--- src/rtl/bcd_calc_pkg.sv ---
// Shared types and helpers for the digit-serial BCD calculator.
// Op/state enums, digit width and the 9's-complement helper.
package bcd_calc_pkg;

    localparam int DIGIT_W = 4;

    typedef enum logic [1:0] {
        OP_NONE,
        OP_ADD,
        OP_SUB
    } op_t;

    typedef enum logic [1:0] {
        S_IDLE,
        S_CALC,
        S_FIX
    } state_t;

    function automatic logic [DIGIT_W-1:0] bcd_nines(
        input logic [DIGIT_W-1:0] d
    );
        return 4'd9 - d;
    endfunction

endpackage

--- src/rtl/bcd_digit_slice.sv ---
// One-digit BCD adder with decimal (+6) correction.
// Shared by the magnitude pass and the 10's-complement pass.
module bcd_digit_slice
    import bcd_calc_pkg::*;
(
    input  logic [DIGIT_W-1:0] a,
    input  logic [DIGIT_W-1:0] b,
    input  logic               cin,
    output logic [DIGIT_W-1:0] s,
    output logic               cout
);

    logic [DIGIT_W:0] raw;
    logic [DIGIT_W:0] adj;

    assign raw  = {1'b0, a} + {1'b0, b} + {{DIGIT_W{1'b0}}, cin};
    assign adj  = raw + 5'd6;
    assign cout = raw > 5'd9;
    assign s    = cout ? adj[DIGIT_W-1:0] : raw[DIGIT_W-1:0];

endmodule

--- src/rtl/bcd_calc_serial.sv ---
// Sign-magnitude BCD accumulator, one digit per clock through a
// single shared digit slice.
module bcd_calc_serial
    import bcd_calc_pkg::*;
#(
    parameter int DIGITS = 6
) (
    input  logic                      CLOCK_50,
    input  logic                      RESET_N,
    input  logic                      clr,
    input  logic [3:0]                digit_in,
    input  logic                      digit_we,
    input  logic                      op_we,
    input  logic                      op_sub,
    input  logic                      eq,
    output logic [DIGIT_W*DIGITS-1:0] display,
    output logic                      neg,
    output logic                      ovf,
    output logic                      busy,
    output logic                      err
);

    localparam int W  = DIGIT_W * DIGITS;
    localparam int IW = $clog2(DIGITS);
    localparam logic [IW-1:0] LAST = IW'(DIGITS - 1);

    logic [W-1:0]  entry;
    logic [W-1:0]  acc_mag;
    logic          acc_neg;
    op_t           pending;
    logic          show_acc;
    logic          ovf_q;
    logic          err_q;

    logic [W-1:0]  a_sh;
    logic [W-1:0]  b_sh;
    logic [W-1:0]  r_sh;
    logic          sub_eff;
    logic          carry;
    logic [IW-1:0] idx;

    state_t        state;
    state_t        state_nx;

    logic          idle;
    logic          do_eval;
    logic          do_dig;
    logic          start;
    logic          last;
    logic          mag_zero;
    logic          sub_now;

    logic [DIGIT_W-1:0] sl_a;
    logic [DIGIT_W-1:0] sl_b;
    logic [DIGIT_W-1:0] sl_s;
    logic               sl_cout;
    logic [W-1:0]       r_next;

    assign idle     = state == S_IDLE;
    assign do_eval  = idle & (eq | op_we);
    assign do_dig   = idle & digit_we & ~eq & ~op_we;
    assign start    = do_eval & (pending != OP_NONE);
    assign last     = idx == LAST;
    assign sub_now  = (pending == OP_SUB) ^ acc_neg;
    assign r_next   = {sl_s, r_sh[W-1:DIGIT_W]};
    assign mag_zero = r_next == '0;

    // FIX complements the stored result; CALC adds the latched operands
    always_comb begin
        sl_a = a_sh[DIGIT_W-1:0];
        sl_b = sub_eff ? bcd_nines(b_sh[DIGIT_W-1:0])
                       : b_sh[DIGIT_W-1:0];
        if (state == S_FIX) begin
            sl_a = bcd_nines(r_sh[DIGIT_W-1:0]);
            sl_b = '0;
        end
    end

    bcd_digit_slice u_slice (
        .a    (sl_a),
        .b    (sl_b),
        .cin  (carry),
        .s    (sl_s),
        .cout (sl_cout)
    );

    always_ff @(posedge CLOCK_50) begin
        if (!RESET_N || clr) begin
            state <= S_IDLE;
        end else begin
            state <= state_nx;
        end
    end

    always_comb begin
        state_nx = state;
        case (state)
            S_IDLE: if (start) state_nx = S_CALC;
            S_CALC: if (last) begin
                state_nx = (sub_eff & ~sl_cout) ? S_FIX : S_IDLE;
            end
            S_FIX:  if (last) state_nx = S_IDLE;
            default: state_nx = S_IDLE;
        endcase
    end

    always_ff @(posedge CLOCK_50) begin
        if (!RESET_N || clr) begin
            entry    <= '0;
            acc_mag  <= '0;
            acc_neg  <= 1'b0;
            pending  <= OP_NONE;
            show_acc <= 1'b0;
            ovf_q    <= 1'b0;
            err_q    <= 1'b0;
            a_sh     <= '0;
            b_sh     <= '0;
            r_sh     <= '0;
            sub_eff  <= 1'b0;
            carry    <= 1'b0;
            idx      <= '0;
        end else begin
            err_q <= do_dig & (digit_in > 4'd9);
            if (do_dig && digit_in <= 4'd9) begin
                entry    <= {entry[W-DIGIT_W-1:0], digit_in};
                show_acc <= 1'b0;
            end
            if (do_eval) begin
                if (pending == OP_NONE) begin
                    acc_mag <= entry;
                    acc_neg <= 1'b0;
                end else begin
                    a_sh    <= acc_mag;
                    b_sh    <= entry;
                    r_sh    <= '0;
                    sub_eff <= sub_now;
                    carry   <= sub_now;
                    idx     <= '0;
                end
                if (eq) begin
                    pending  <= OP_NONE;
                    show_acc <= 1'b1;
                end else begin
                    pending <= op_sub ? OP_SUB : OP_ADD;
                end
                entry <= '0;
            end
            if (state == S_CALC) begin
                a_sh  <= a_sh >> DIGIT_W;
                b_sh  <= b_sh >> DIGIT_W;
                r_sh  <= r_next;
                carry <= sl_cout;
                idx   <= idx + 1'b1;
                if (last) begin
                    if (sub_eff && !sl_cout) begin
                        carry <= 1'b1;
                        idx   <= '0;
                    end else begin
                        acc_mag <= r_next;
                        acc_neg <= acc_neg & ~mag_zero;
                        if (!sub_eff && sl_cout) ovf_q <= 1'b1;
                    end
                end
            end
            if (state == S_FIX) begin
                r_sh  <= r_next;
                carry <= sl_cout;
                idx   <= idx + 1'b1;
                if (last) begin
                    acc_mag <= r_next;
                    acc_neg <= ~acc_neg & ~mag_zero;
                end
            end
        end
    end

    assign display = show_acc ? acc_mag : entry;
    assign neg     = show_acc & acc_neg;
    assign ovf     = ovf_q;
    assign busy    = ~idle;
    assign err     = err_q;

endmodule
--- config.mk ---
export PLATFORM = sky130hd
export DESIGN_NAME = bcd_calc_serial
export DESIGN_NICKNAME = d
export VERILOG_FILES = /design/src/rtl/bcd_calc_pkg.sv /design/src/rtl/bcd_digit_slice.sv /design/src/rtl/bcd_calc_serial.sv
export SDC_FILE = /design/constraint.sdc
export NUM_CORES = 1
export LEC_CHECK = 0
export ABC_AREA = 0
export CAP_MARGIN = 30
export CORE_ASPECT_RATIO = 0.5
export CORE_MARGIN = 3
export CORE_UTILIZATION = 55
export CTS_CLUSTER_SIZE = 20
export DETAILED_ROUTE_END_ITERATION = 7
export DONT_BUFFER_PORTS = 1
export PLACE_DENSITY = 0.67
export SYNTH_ARGS = -nofsm -noshare
export SYNTH_HDL_FRONTEND = slang
export SYNTH_HIERARCHICAL = 1
export SYNTH_SLANG_ARGS = --single-unit
--- constraint.sdc ---
create_clock -name CLOCK_50 -period 5.8 [get_ports CLOCK_50]
set_input_delay 1.16 -clock CLOCK_50 [delete_from_list [all_inputs] [get_ports CLOCK_50]]
set_output_delay 1.16 -clock CLOCK_50 [all_outputs]
set_load 0.01 [all_outputs]
==> run summary <==
### Synth
- **proportion of netlist area held by the largest area contributor** 43.1%
- **dominant cell type by area after synthesis** dfxtp_1
- **top cells by area in the synthesized netlist** dfxtp_1 43%, nand2_1 8.3%, a311oi_1 5.7%
- **synthesized cell area** 6180 µm²
- **unique cell type count in the Yosys netlist** 52
- **Avg Synthesized Cell Area** 8.72 µm²
- **number of flops mapped to enable cells by yosys** 0
- **sequential share of the synthesized area** 43.1%
- **count of synthesis-stage warnings from yosys** 6
- **Cells after Synth** 709
- **synthesized flop and latch total** 133
- **Synthesized Nets** 730
- **main flop type after synthesis** dfxtp_1
- **FFs w/ async S/R, synth** 0%

### Routing
- **DRC violation total after the first TritonRoute iteration** 466
- **drt pass-1 iters** 5
- **Total Wirelength** 16900 µm
- **vias after detailed routing** 5156
- **post-route ant nets** 0
- **routed vias/inst** 6.18
- **final routed DRC violation total** 0
- **wire per inst** 20.3 µm

### Setup path
- **worst setup slack for register-to-register paths** 1170 ps
- **kind of critical path** reg -> reg
- **end of the worst register-to-register path** acc_mag[1]
- **data required time of the critical path** 6090 ps
- **crit path launch type** flip-flop
- **largest fanout on the critical path** 25
- **startpoint of the most critical setup path** state[1]
- **launch point of the worst reg-to-reg path** state[1]
- **worst r2r path cells** 14
- **capture point of the critical path** acc_mag[1]
- **CP Capture Type** flip-flop
- **data arrival time of the worst path** 4920 ps

### Clocking
- **clock-pin slew on the worst setup and hold paths** 60 ps
- **htree depth** 4
- **Post-CTS Repair Setup Buffers** 0
- **quantity of hold-fixing buffers added after cts** 0
- **maximum root-to-sink buffer count** 2
- **Resized Gates After CTS** 0
- **buffer type at the clock tree root** clkbuf_16
- **sink count of the clock tree** 133
- **worst skew pair latency** 420 ps
- **cts bufs inserted** 17
- **clock tree from TritonCTS** yes

### Timing
- **max-slew violation count** 0
- **final count of negative-setup-slack endpoints** 0
- **final setup TNS** 0 ps
- **post-layout worst setup margin** 1170 ps
- **fin crit period** 4630 ps
- **worst relative slew slack** 31.0%
- **highest achievable clock rate** 216 MHz
- **slew at the pin closest to its max-slew limit** 1030 ps
- **share of the cycle needed by the critical path after routing** 79.8%
- **Post-Route Skew** 9.32 ps
- **setup repair after global routing missed its margin** no
- **number of hold-slack violations in the final timing report** 0

### Global routing
- **Remaining Overflow, GRT** 0
- **vias in the first global route** 4632
- **initial antenna violation count** 0
- **total routing usage reported by global routing** 27.3%
- **global-route wire length before repair** 26200 µm
- **maximum number of pins on one net before global-route repair** 48

### Floorplanning
- **die height** 81.0 µm
- **number of core rows** 26
- **die extent in x** 156 µm
- **CORE AREA** 10600 µm²
- **area enclosed by the die boundary** 12600 µm²
- **initial standard-cell utilization of the core** 58.5%
- **number of top-level pins** 39

### Worst hold path
- **type of the worst min-delay path** reg -> reg

### Place
- **minimum setup slack after placement** 1320 ps
- **half-perimeter wire length after placement** 11200 µm
- **number of buffers inserted by port buffering** 0
- **number of cells in the design after placement** 801
- **placer congestion estimate** 0.951

### Final layout
- **final instance count without filler cells** 834
- **antenna diode count** 0
- **register cell area after layout** 2660 µm²
- **synth-to-layout area growth** 9.39%
- **multi-input logic area** 3200 µm²
- **leading cell types in the layout, fill and taps excluded** 137 x nand2_1, 133 x dfxtp_1, 90 x nor2_1, 40 x a311oi_1, 35 x mux2i_1
- **filler instances** 897
- **layout net count** 703
- **share of cells above drive strength 1** 14.1%
- **most common cell after layout, fill and taps aside** nand2_1

### Flow run
- **max-cap viol count** 0

### Power
- **power per standard cell area** 305 nW/µm²
- **IR drop worst, VDD** 0.170 mV
- **total leakage power** 2.12 nW

### Run status
- **status** finished, final reports clean

cells in the mapped netlist, types with 3 or more instances:
library cell and count:
nand2_1 137, dfxtp_1 133, nor2_1 90, a311oi_1 40
mux2i_1 35, a21oi_1 34, clkbuf_1 34, a22oi_1 27
mux2_2 25, o31ai_1 24, a21oi_2 20, buf_2 11
o21ai_0 10, inv_1 9, ha_1 8, nor4_1 8
buf_4 6, buf_6 5, xnor2_1 5, nand2b_1 4
nand3_1 4, nor2b_1 4, xor2_1 3
sequential cells by signal, summed over array words and instances, names as in the netlist, 2 cells and up:
| name | flops |
|---|---|
| acc_mag | 24 |
| r_sh | 24 |
| idx | 3 |
| state | 2 |
| a_sh | 24 |
| pending | 2 |
| entry | 24 |
| b_sh | 24 |
report_power, final:
group          internal, mW  switching, mW
logic                0.0374         0.0765
registers             0.921        0.00730
clock network         0.608          0.413
total                  1.57          0.497
how the worst min path moves through the flow:
stage,start,endpoint,cells past startpoint
final,pending[1],pending[1],2
after global routing,b_sh[8],b_sh[4],2
after CTS,pending[1],pending[1],2
after detailed placement,a_sh[20],a_sh[16],2
after global placement,pending[1],pending[1],2
after floorplan,pending[1],pending[1],2
cell type report:
cell class	count	area share (%)
Tap cell	140	2.59
Sequential cell	133	39.4
Multi-Input combinational cell	509	47.3
Clock buffer	19	6.70
Timing Repair Buffer	12	1.96
Inverter	9	0.500
Clock inverter	12	1.57
routing by layer:
| metal | GRT usage (%) | part of all wire, % |
|---|---|---|
| met1 | 39.8 | 48 |
| met2 | 39.6 | 42 |
| met3 | 7.08 | 7.8 |
| met4 | 8.28 | 1.7 |
| met5 | 0 | 0 |
metrics by stage:
step / hold WS (ps) / instance area (µm²) / power (mW) / util [%]
floorplan: 446 / 6180 / 1.03 / -
global placement: 459 / 6120 / 1.05 / 57.9
detailed placement: 468 / 6170 / 1.06 / 58.3
CTS: 482 / 6730 / 2.07 / 63.6
global route: 498 / 6760 / 2.13 / 64.0
finish: 477 / 6760 / 2.06 / 64.0
logic make-up after synthesis:
kind of cell	after synthesis	synth area share, %
flops	133	43.1
mux	60	10.2
compound gates	168	20.3
xor+xnor	8	1.13
simple gates	263	17.7
buf+inv	67	5.26
fa+ha+maj	10	2.27
critical path: stages, from the launching register on:
cell and delay, ps:
dfxtp_1 450, nor2b_1 570, nor2_1 160, fa_1 460, fa_1 430, xnor2_1 300, ha_1 250, nor2b_1 150
a31o_1 180, o31ai_4 120, nand2b_1 240, a21oi_4 550, or2_1 180, buf_4 340, a21oi_1 110
Power figures use the tool's default switching activity.
